`src/rtl/ccs_i2c_arbiter.sv`:
```
// Round-robin arbiter sharing one i2c_master between NUM_REQ requesters.
// Each grant runs a single 16-bit-address register write or read on the camera bus.
module ccs_i2c_arbiter #(
  parameter int unsigned NUM_REQ        = 2,
  parameter logic [7:0]  DEV_ADDR       = 8'h6c,
  parameter int unsigned TIMEOUT_CYCLES = 65535
) (
  input  logic                  clk_in,
  input  logic                  reset,
  input  logic [NUM_REQ-1:0]    req_valid,
  input  logic [NUM_REQ-1:0]    req_rw,
  input  logic [16*NUM_REQ-1:0] req_reg_addr,
  input  logic [8*NUM_REQ-1:0]  req_wdata,
  output logic [NUM_REQ-1:0]    req_ready,
  output logic [NUM_REQ-1:0]    rsp_valid,
  output logic [7:0]            rsp_rdata,
  output logic [1:0]            rsp_err,
  output logic                  busy,
  output logic                  transfer_start,
  output logic                  transfer_continues,
  output logic [7:0]            address,
  output logic [7:0]            data_tx,
  output logic                  bus_clear,
  input  logic                  transfer_ready,
  input  logic                  interrupt,
  input  logic                  nack,
  input  logic                  address_err,
  input  logic [7:0]            data_rx
);

  localparam int unsigned GW     = (NUM_REQ > 1) ? $clog2(NUM_REQ) : 1;
  localparam logic [7:0]  AddrWr = {DEV_ADDR[7:1], 1'b0};
  localparam logic [7:0]  AddrRd = {DEV_ADDR[7:1], 1'b1};
  localparam logic [1:0]  ErrOk = 2'd0, ErrNack = 2'd1, ErrAddr = 2'd2, ErrTimeout = 2'd3;

  typedef enum logic [2:0] {StIdle, StIssue, StMsb, StLsb, StData, StResp} state_e;

  state_e               state_q, state_d;
  logic [GW-1:0]        grant_q, grant_d, ptr_q, ptr_d, cand;
  logic                 rw_q, rw_d, start_q, start_d, cont_q, cont_d, found;
  logic [15:0]          addr_q, addr_d;
  logic [7:0]           wdata_q, wdata_d, rdata_q, rdata_d;
  logic [7:0]           address_q, address_d, data_tx_q, data_tx_d;
  logic [1:0]           err_q, err_d;
  logic [31:0]          cnt_q, cnt_d;
  logic [NUM_REQ-1:0]   ready_q, ready_d;
  logic                 err_hit, timeout_hit;

  // A master nack on the last read byte (address LSB set) is expected and not an error.
  assign err_hit     = interrupt && (address_err || (nack && !address_q[0]));
  assign timeout_hit = (TIMEOUT_CYCLES != 0) && !interrupt && (cnt_q == TIMEOUT_CYCLES - 1);

  always_ff @(posedge clk_in or posedge reset) begin
    if (reset) begin
      state_q   <= StIdle;
      grant_q   <= '0;
      ptr_q     <= '0;
      rw_q      <= 1'b0;
      addr_q    <= '0;
      wdata_q   <= '0;
      rdata_q   <= '0;
      err_q     <= ErrOk;
      start_q   <= 1'b0;
      cont_q    <= 1'b0;
      address_q <= AddrWr;
      data_tx_q <= '0;
      cnt_q     <= '0;
      ready_q   <= '0;
    end else begin
      state_q   <= state_d;
      grant_q   <= grant_d;
      ptr_q     <= ptr_d;
      rw_q      <= rw_d;
      addr_q    <= addr_d;
      wdata_q   <= wdata_d;
      rdata_q   <= rdata_d;
      err_q     <= err_d;
      start_q   <= start_d;
      cont_q    <= cont_d;
      address_q <= address_d;
      data_tx_q <= data_tx_d;
      cnt_q     <= cnt_d;
      ready_q   <= ready_d;
    end
  end

  always_comb begin
    state_d   = state_q;
    grant_d   = grant_q;
    ptr_d     = ptr_q;
    rw_d      = rw_q;
    addr_d    = addr_q;
    wdata_d   = wdata_q;
    rdata_d   = rdata_q;
    err_d     = err_q;
    start_d   = start_q;
    cont_d    = cont_q;
    address_d = address_q;
    data_tx_d = data_tx_q;
    cnt_d     = cnt_q;
    ready_d   = '0;
    found     = 1'b0;
    cand      = '0;
    case (state_q)
      StIdle: begin
        for (int unsigned k = 0; k < NUM_REQ; k++) begin
          if (!found) begin
            cand = GW'((32'(ptr_q) + k) % NUM_REQ);
            if (req_valid[cand]) found = 1'b1;
          end
        end
        if (found) begin
          grant_d        = cand;
          rw_d           = req_rw[cand];
          addr_d         = req_reg_addr[16*cand +: 16];
          wdata_d        = req_wdata[8*cand +: 8];
          rdata_d        = '0;
          err_d          = ErrOk;
          ready_d[cand]  = 1'b1;
          state_d        = StIssue;
        end
      end
      StIssue: begin
        if (transfer_ready) begin
          start_d   = 1'b1;
          cont_d    = 1'b1;
          address_d = AddrWr;
          data_tx_d = addr_q[15:8];
          cnt_d     = '0;
          state_d   = StMsb;
        end
      end
      StMsb, StLsb, StData: begin
        if (err_hit) begin
          start_d = 1'b0;
          cont_d  = 1'b0;
          err_d   = address_err ? ErrAddr : ErrNack;
          state_d = StResp;
        end else if (interrupt) begin
          cnt_d = '0;
          unique case (state_q)
            StMsb: begin
              start_d   = 1'b0;
              cont_d    = !rw_q;
              data_tx_d = addr_q[7:0];
              state_d   = StLsb;
            end
            StLsb: begin
              cont_d = 1'b0;
              if (rw_q) begin
                start_d   = 1'b1;
                address_d = AddrRd;
              end else begin
                start_d   = 1'b0;
                data_tx_d = wdata_q;
              end
              state_d = StData;
            end
            default: begin
              if (rw_q) rdata_d = data_rx;
              start_d = 1'b0;
              state_d = StResp;
            end
          endcase
        end else if (timeout_hit) begin
          start_d = 1'b0;
          cont_d  = 1'b0;
          err_d   = ErrTimeout;
          state_d = StResp;
        end else begin
          cnt_d = cnt_q + 32'd1;
        end
      end
      StResp: begin
        ptr_d   = GW'((32'(grant_q) + 32'd1) % NUM_REQ);
        state_d = StIdle;
      end
      default: state_d = StIdle;
    endcase
  end

  always_comb begin
    req_ready          = ready_q;
    rsp_valid          = '0;
    rsp_err            = ErrOk;
    rsp_rdata          = '0;
    bus_clear          = 1'b0;
    busy               = (state_q != StIdle);
    transfer_start     = start_q;
    transfer_continues = cont_q;
    address            = address_q;
    data_tx            = data_tx_q;
    if (state_q == StResp) begin
      rsp_valid[grant_q] = 1'b1;
      rsp_err            = err_q;
      bus_clear          = (err_q == ErrTimeout);
      if (rw_q && err_q == ErrOk) rsp_rdata = rdata_q;
    end
  end

endmodule

```
`config.mk`:
```
export PLATFORM = sky130hd
export DESIGN_NAME = ccs_i2c_arbiter
export DESIGN_NICKNAME = d
export VERILOG_FILES = /design/src/rtl/ccs_i2c_arbiter.sv
export SDC_FILE = /design/constraint.sdc
export NUM_CORES = 1
export LEC_CHECK = 0
export CAP_MARGIN = 40
export CORE_ASPECT_RATIO = 0.7
export CORE_MARGIN = 5
export CORE_UTILIZATION = 36
export CTS_CLUSTER_DIAMETER = 50
export DETAILED_ROUTE_END_ITERATION = 8
export MAX_ROUTING_LAYER = met4
export PLACE_DENSITY = 0.66
export SKIP_CTS_REPAIR_TIMING = 1
export SLEW_MARGIN = 20
export SYNTH_ARGS = -nofsm -noshare
export SYNTH_HDL_FRONTEND = slang
export SYNTH_SLANG_ARGS = --single-unit
```
`constraint.sdc`:
```
create_clock -name clk_in -period 3.4 [get_ports clk_in]
set_clock_uncertainty 0.15 [all_clocks]
set_input_delay 0.51 -clock clk_in [delete_from_list [all_inputs] [get_ports clk_in]]
set_output_delay 0.51 -clock clk_in [all_outputs]
set_load 0.02 [all_outputs]
```
=== Word-level counts from Yosys, hierarchy flattened ===
Cells that the tools add are included.

* Equality and inequality tests: 21
* Reductions and logical operators: 26
* Magnitude comparators: 6
* Multiplexer cells: 71
* Add/sub/neg operators: 3
* Shift operators: 2

{| class="wikitable"
|+ Operators with widths
! operator !! count
|-
| two-way mux 32 bit || 4
|-
| two-way mux 8 bit || 16
|-
| one-hot mux 32 bit (2 select lines) || 1
|-
| one-hot mux 8 bit (2 select lines) || 4
|-
| adder 32 x 1 -> 32 bit (second input constant) || 1
|-
| == test 32 x 16 -> 1 bit (second input constant) || 1
|-
| indexed part select 32 x 6 -> 16 bit || 1
|-
| two-way mux 1 bit || 24
|-
| two-way mux 2 bit || 9
|-
| AND reduction 6 bit || 3
|-
| indexed part select 16 x 5 -> 8 bit || 1
|-
| two-way mux 3 bit || 5
|-
| != test 3 bit (second input constant) || 5
|-
| != test 2 bit (second input constant) || 7
|-
| AND reduction 4 bit || 3
|-
| one-hot mux 3 bit (3 select lines) || 1
|-
| less-than comparator 1 x 2 -> 1 bit (second input constant) || 4
|-
| == test 3 x 2 -> 1 bit (second input constant) || 2
|-
| == test 3 bit (second input constant) || 2
|-
| logical AND 1 bit || 6
|-
| one-hot mux 1 bit (2 select lines) || 3
|-
| one-hot mux 3 bit (2 select lines) || 1
|-
| AND reduction 3 bit || 2
|-
| != test 5 bit (second input constant) || 1
|-
| other kinds (16) || 22
|}

* Logic and storage cells: 143
* Register bits: 92

=== Depth between registers and ports, before layout ===
Gate-level depths: netlist of the first run.

* Word-level depth: 12
* Mapped depth: 9
* Gate-level depth less buffers: 7

=== Least setup slack after synthesis of the first run ===
No wires, ideal clock.

* Path kind: reg2reg
* From: register cnt_q[20]
* To: register cnt_q[24]
* Period minus slack after synthesis: 2.603 ns
* Data required time: 3.126 ns
* Slack: 0.797 ns
* Library setup time: 0.124 ns
* Cell stages (with the launch flop): 8
* Data arrival time: 2.329 ns
* Path buffers: 2
* Cells stage by stage: dfrtp_1 buf_6 or4_1 or4_1 or3_1 buf_6 and4_4 a211o_1

* Cells in the longest elaborated chain, start to end: 5
* Elaborated cells between the ends (all ways): 9
* Classes of those cells: add/sub: 1; eq/ne: 2; mux: 4; reduce/logical: 2

{| class="wikitable"
|+ Ends and longest elaborated chain
! item !! line !! source
|-
| start, declared || 45 || <nowiki>logic [31:0] cnt_q, cnt_d;</nowiki>
|-
| start signal, assigned || 82 || <nowiki>cnt_q <= cnt_d;</nowiki>
|-
| adder 32 x 1 -> 32 bit || 171 || <nowiki>cnt_d = cnt_q + 32'd1;</nowiki>
|-
| two-way mux 32 bit || 165 || <nowiki>end else if (timeout_hit) begin</nowiki>
|-
| two-way mux 32 bit || 139 || <nowiki>end else if (interrupt) begin</nowiki>
|-
| two-way mux 32 bit || 134 || <nowiki>if (err_hit) begin</nowiki>
|-
| one-hot mux 32 bit (2 select lines) || 104 || <nowiki>case (state_q)</nowiki>
|}

Parallel ways exist; a longest one is shown, timed or not. The select of a mux whose other input is x is not followed.
A chain may end at the register's enable or synchronous reset.

=== Worst setup path in the final report of the first run ===
* From: register state_q[2]
* To: output port rsp_rdata[7]

* Cells in the longest elaborated chain, start to end: 2

{| class="wikitable"
|+ Ends and longest elaborated chain
! item !! line !! source
|-
| start, declared || 38 || <nowiki>state_e state_q, state_d;</nowiki>
|-
| start signal, assigned || 55 || <nowiki>state_q <= StIdle;</nowiki>
|-
| start signal, assigned || 70 || <nowiki>state_q <= state_d;</nowiki>
|-
| == test 3 bit || 193 || <nowiki>if (state_q == StResp) begin</nowiki>
|-
| two-way mux 8 bit || 193 ||
|-
| end, declared || 16 || <nowiki>output logic [7:0] rsp_rdata,</nowiki>
|}

No other way between the ends.

==> flow_summary.yaml, run 1 <==
timing:
  hold_violations: 0
  rsz0062_at_grt: "false"
  worst_slew_pin_slew_ns: 0.8843
  postLayoutSetupSlackWorst_ns: 0.3298
  tns_ns: 0
  setup-violations-final: 0
  post-route-min-period_ns: 3.070
  fmax_mhz: 325.7
  relSlewSlack: 0.4050
  slew_violations: 0
  finalCritPeriodShare: 0.9030
  whs_ns: 0.3250
setup_path:
  critPathArrivalTime_ns: 2.41
  cp-startpoint: "state_q[2]"
  crit_path_end_kind: "output pin"
  cp.depth: 5
  start_kind: "register"
  cp.required_ns: 2.74
  slowest_stage: "dfrtp_1"
  crit_path_max_incr_delay_ns: 0.66
  critPathKind: "reg2out"
  crit_end: "rsp_rdata[7]"
  path_max_fanout: 19
  r2r_setup_slack_ns: 0.63
  cp_top_family: "buffers and inverters"
  critical_path.cell_chain: "nand2_1, nor4b_1, buf_4, and2_1, clkdlybuf4s50_1"
  r2r_end: "cnt_q[31]"
  critical_path_buf_inv_count: 2
  ff2ff_path_depth: 5
  rr_startpoint: "cnt_q[9]"
floorplan:
  coreArea_um2: 13140
  ios: 100
  die_area_um2: 15830
  die_h_um: 106.8
  start_util: 0.3666
  row_count: 35
  die_w_um: 148.2
logic_synthesis:
  syn_area_per_cell_um2: 9.226
  ys.flop_type: "dfrtp_1"
  synth_edf_count: 0
  ys_types: 62
  async_flop_share: 1.000
  synth.mux.area_fraction: 0.08158
  synth_most_common_cell: "dfrtp_1"
  synth_fa_ha_area_frac: 0.005196
  ys_warn_count: 0
  synth_common_cells: "dfrtp_1, nand2_1, o21ai_0"
  synthXorXnorAreaFrac: 0.01273
  synth_seq_cells: 85
  ys_seq_area_frac: 0.4417
  synth_top_area_frac: 0.4417
  synthSimpleGateAreaFrac: 0.2463
  syn_inst: 522
  netlist_area_um2: 4816
  synth_compound_area_frac: 0.1616
  synthTopCellsByArea: "dfrtp_1, mux2i_1, nand2_1"
  yosysTopAreaCell: "dfrtp_1"
  synth_top_family_by_area: "simple AND/OR/NAND/NOR gates"
clocking:
  clk_pin_slew_ns: 0.07
  cts_buffer_depth: 2
  clock-sinks: 85
  cts_buffers: 9
  clk_latency_ns: 0.34
  cts_tree: "yes"
  cts-htree-levels: 3
  cts_root_buf: "clkbuf_16"
grt:
  grt_pass1_vias: 4075
  antenna_found_initial: 0
  grt_pass1_wl_mm: 20.84
  grt_usage: 0.1668
  grt_max_degree: 48
  grt-ovfl-total: 0
place:
  globalplace.congestion: 0.9000
  port-buffer-count: 92
  hpwl_mm: 9.574
  post-place-ws_ns: 0.6406
  place_area_um2: 5891
final_layout:
  layout-drive-gt1-share: 0.09360
  final_area_um2: 6176
  area_growth_pct: 28.24
  num_antenna_cells: 0
  nets: 672
drt:
  drtIter0Drc: 413
  viasPerCell: 5.455
  drcViolationCount: 0
  drtPass1Iterations: 6
  ant_nets: 0
  post_drt_wl_per_cell_um: 16.74
  totalWireLength_mm: 12.98
  vias: 4228
flow_run:
  drv_cap: 0
power_and_ir_drop:
  vdd_drop_max_uv: 282.8
  leakage_nw: 2.708
  power_density_nw_per_um2: 667.4
  power.total_mw: 4.122
run_status:
  status: "complete, no violations"
min_path:
  hold_path_class: "reg2reg"
## registers in the layout, summed over array words and instances, names as in the netlist
name,cells
wdata_q,8
grant_q,1
addr_q,16
req_ready,2
data_tx,8
rdata_q,8
address,1
ptr_q,1
err_q,2
state_q,3
transfer_start,1
cnt_q,32
transfer_continues,1
rw_q,1
## cells by family after synthesis
group | after synthesis
and+or+nand+nor | 224
AOI/OAI and AO/OA | 117
DFF | 85
buffers and inverters | 47
muxes | 38
xor gates and xnor gates | 7
adders and majority gates | 2
other | 2
## power by group
part	switching [mW]	leakage (nW)	total (mW)	internal, mW
clock	0.432	0.135	0.952	0.520
combinational	0.973	1.46	1.69	0.714
sequential	0.190	1.11	1.48	1.29
total	1.59	2.71	4.12	2.53
## tightest hold or removal path, stage by stage, from the launching register on
cell and delay, ns:
dfrtp_1 0.33, nand2_1 0.04, o21ai_0 0.06
## metal layers
metal,global-route usage,wire [µm],vias up
met3,0.03591,814,12
met1,0.2487,6497,2014
met5,-,0,-
met4,0.03494,150,0
met2,0.2328,5515,134
li1,-,-,2068
## final cells by class
cell class	count	area (µm²)
fillers	1240	6962
well taps	166	207.7
multi-input cells	395	2481
flip-flops and latches	85	2127
clock buffers	10	239.0
clock inverters	6	46.29
repair buffers	109	1059
inverters	4	16.27
## cell usage in the layout (no fill, tap or decap), types with 4 or more instances in the layout
cell | synthesis | layout
and3_1 | 9 | 9
xor2_1 | 4 | 4
mux2i_1 | 28 | 28
a211o_1 | 7 | 7
a21o_1 | 4 | 4
nand3_1 | 19 | 19
buf_4 | 9 | 15
a31oi_1 | 4 | 4
conb_1 | 2 | 7
dfrtp_1 | 85 | 85
nor4_1 | 13 | 13
nand4_1 | 12 | 12
mux2_2 | 10 | 10
o22ai_1 | 6 | 6
a21oi_1 | 8 | 7
o21ai_0 | 46 | 46
nand2_1 | 62 | 62
and2_1 | 14 | 14
o31ai_1 | 11 | 11
a22o_1 | 8 | 8
nand2b_1 | 5 | 5
or3_1 | 8 | 8
nor2_1 | 41 | 41
or4_1 | 11 | 11
clkdlybuf4s50_1 | 0 | 92
clkbuf_16 | 0 | 9
nor2b_1 | 4 | 4
nor3_1 | 8 | 8
## worst min path at each step
stage	slack (ns)	endpoint	cells after the start	start
final	0.33	rdata_q[2]	2	rdata_q[2]
after global routing	0.37	rdata_q[6]	2	rdata_q[6]
after CTS	0.33	rdata_q[2]	2	rdata_q[2]
after detailed placement	0.31	rdata_q[2]	2	rdata_q[2]
after global placement	0.30	rdata_q[2]	2	rdata_q[2]
after floorplan	0.29	rdata_q[0]	2	rdata_q[0]
## metrics by stage
step | std cells | utilization
after floorplan | 527 | -
after global placement | 758 | 0.4480
after detailed placement | 759 | 0.4484
after CTS | 775 | 0.4701
after global routing | 775 | 0.4701
final | 775 | 0.4701
No activity file was read; power rests on OpenSTA's default activity.
==> run 2: changes to the inputs <==
--- a/config.mk
+++ b/config.mk
@@ -8,11 +8,11 @@
 export CAP_MARGIN = 40
 export CORE_ASPECT_RATIO = 0.7
 export CORE_MARGIN = 5
-export CORE_UTILIZATION = 36
+export CORE_UTILIZATION = 30
 export CTS_CLUSTER_DIAMETER = 50
 export DETAILED_ROUTE_END_ITERATION = 8
 export MAX_ROUTING_LAYER = met4
-export PLACE_DENSITY = 0.66
+export PLACE_DENSITY = 0.58
 export SKIP_CTS_REPAIR_TIMING = 1
 export SLEW_MARGIN = 20
 export SYNTH_ARGS = -nofsm -noshare
==> run 2 against run 1 <==
Net effect: register-to-register slack hardly changed; cell area is 0.61% higher; clock power is 0.6% higher; utilization is 7.3 points lower; sequential share of layout area is 0.21 points lower; total power is 0.48% higher; wire length is 4.9% higher; via count is 1.1% higher; flip-flop and latch count stayed put; critical path type unchanged; largest cell class unchanged.
==> flow_summary.yaml, run 2 (synthesized netlist as in run 1, its figures left out) <==
final_layout:
  seqCellArea_um2: 2127
  top_register: "cnt_q"
  multiInputGateArea_um2: 2481
  reg_top3: "cnt_q x32, addr_q x16"
  largest_reg_flops: 32
  final_cell_mix: "clkdlybuf4s50_1, dfrtp_1, nand2_1"
  num_antenna_cells: 0
  final_common_cell: "clkdlybuf4s50_1"
  nets: 673
  layout-drive-gt1-share: 0.09016
  fillers: 1505
  area_growth_pct: 29.02
  stdcell_count: 810
place:
  hpwl_mm: 10.07
  globalplace.congestion: 0.8929
  dpl.cell_count: 793
  port-buffer-count: 92
clocking:
  cts_tree: "yes"
  cts_buffer_depth: 2
  cts-htree-levels: 3
  cts_root_buf: "clkbuf_16"
  clk_latency_ns: 0.34
  clock-sinks: 85
  cts_buffers: 9
  clk_pin_slew_ns: 0.06
power_and_ir_drop:
  power_frac_seq: 0.358
  switchingPower_mw: 1.565
  power_density_nw_per_um2: 666.5
  leakage_nw: 2.714
  p_sw_frac: 0.3780
  combPwrFrac: 0.411
  vdd_drop_max_uv: 268.3
  pwr-share-clk: 0.231
  power.total_mw: 4.141
  internal_power_mw: 2.576
setup_path:
  critPathKind: "reg2out"
  path_max_fanout: 19
  critPathArrivalTime_ns: 2.42
  crit_path_end_kind: "output pin"
  start_kind: "register"
  cp.required_ns: 2.74
drt:
  route.met3.wl_um: 830
  met1_length_mm: 6.747
  post_drt_wl_per_cell_um: 16.80
  wl_met2_mm: 5.860
  highest_layer: "met4"
  viasPerCell: 5.279
  drcViolationCount: 0
  drtIter0Drc: 354
  vias: 4276
  totalWireLength_mm: 13.61
  ant_nets: 0
  drtPass1Iterations: 5
grt:
  grt_max_degree: 52
  grt-ovfl-total: 0
  grt_pass1_vias: 4043
  grt_pass1_wl_mm: 21.52
  grt_usage: 0.1486
  antenna_found_initial: 0
timing:
  setup-violations-final: 0
  post-route-min-period_ns: 3.080
  worst_slew_pin_slew_ns: 0.7665
  whs_ns: 0.3260
  finalCritPeriodShare: 0.9059
  rsz0062_at_grt: "false"
  hold_violations: 0
  fmax_mhz: 324.7
  slew_violations: 0
  relSlewSlack: 0.4877
  tns_ns: 0
floorplan:
  die_h_um: 116.0
  start_util: 0.3079
  die_w_um: 161.4
  die_area_um2: 18730
  ios: 100
  row_count: 38
  coreArea_um2: 15640
run_status:
  status: "complete, no violations"
flow_run:
  drv_cap: 0
min_path:
  hold_path_class: "reg2reg"
-- run 2: cell types whose count changed in the layout (fill, tap and decap cells not counted), sizes merged --
cell      delta
clkinvlp     -2
inv          -2
bufinv       +1
clkinv       +1
clkbuf       +3
-- run 2: path summary, 6_finish.rpt --
path                                  from           end  slack, ns  cells after the start
worst max-delay path            state_q[2]  rsp_rdata[0]       0.32                      5
worst max register to register    cnt_q[8]      cnt_q[2]       0.62                      5
worst min-delay path            rdata_q[4]    rdata_q[4]       0.33                      2
worst min register to register  rdata_q[4]    rdata_q[4]       0.33                      2
min in group asynchronous            reset     cnt_q[28]       0.44                      2
max in group asynchronous            reset    rdata_q[0]       1.86                      3
-- run 2: final cells by class --
type	instances	area share
multi-input combinational	395	0.3993
sequential	85	0.3423
timing repair buffer	110	0.1696
tap	200	0.04027
clock buffer	12	0.03806
clock inverter	4	0.007853
inverter	4	0.002618
-- run 2: power by group through the flow --
stage / clock (mW) / sequential [mW] / combinational, mW
floorplan: 0 / 1.52 / 1.03
global placement: 0 / 1.49 / 1.67
detailed placement: 0 / 1.50 / 1.71
CTS: 0.991 / 1.49 / 1.72
global route: 1.04 / 1.52 / 1.88
finish: 0.958 / 1.48 / 1.70
-- run 2: through the flow --
| stage | worst slack, ns | utilization | instance area, µm² |
|---|---|---|---|
| floorplan | 0.5465 | - | 4835 |
| finish | 0.3199 | 0.3972 | 6213 |
| global placement | 0.6595 | 0.3787 | 5923 |
| global route | 0.08859 | 0.3972 | 6213 |
| detailed placement | 0.6447 | 0.3787 | 5923 |
| CTS | 0.3228 | 0.3969 | 6208 |
-- run 2: per-layer routing --
layer | up-vias | GRT usage
met5 | - | -
met4 | 0 | 0.02955
met3 | 18 | 0.03590
met2 | 147 | 0.2112
met1 | 2043 | 0.2156
li1 | 2068 | -
-- run 2: critical path, cell delays in order (launching register included) --
cell	delay, ns
dfrtp_1	0.68
nand2_1	0.17
nor4b_1	0.29
buf_4	0.20
and2_1	0.14
clkdlybuf4s50_1	0.61
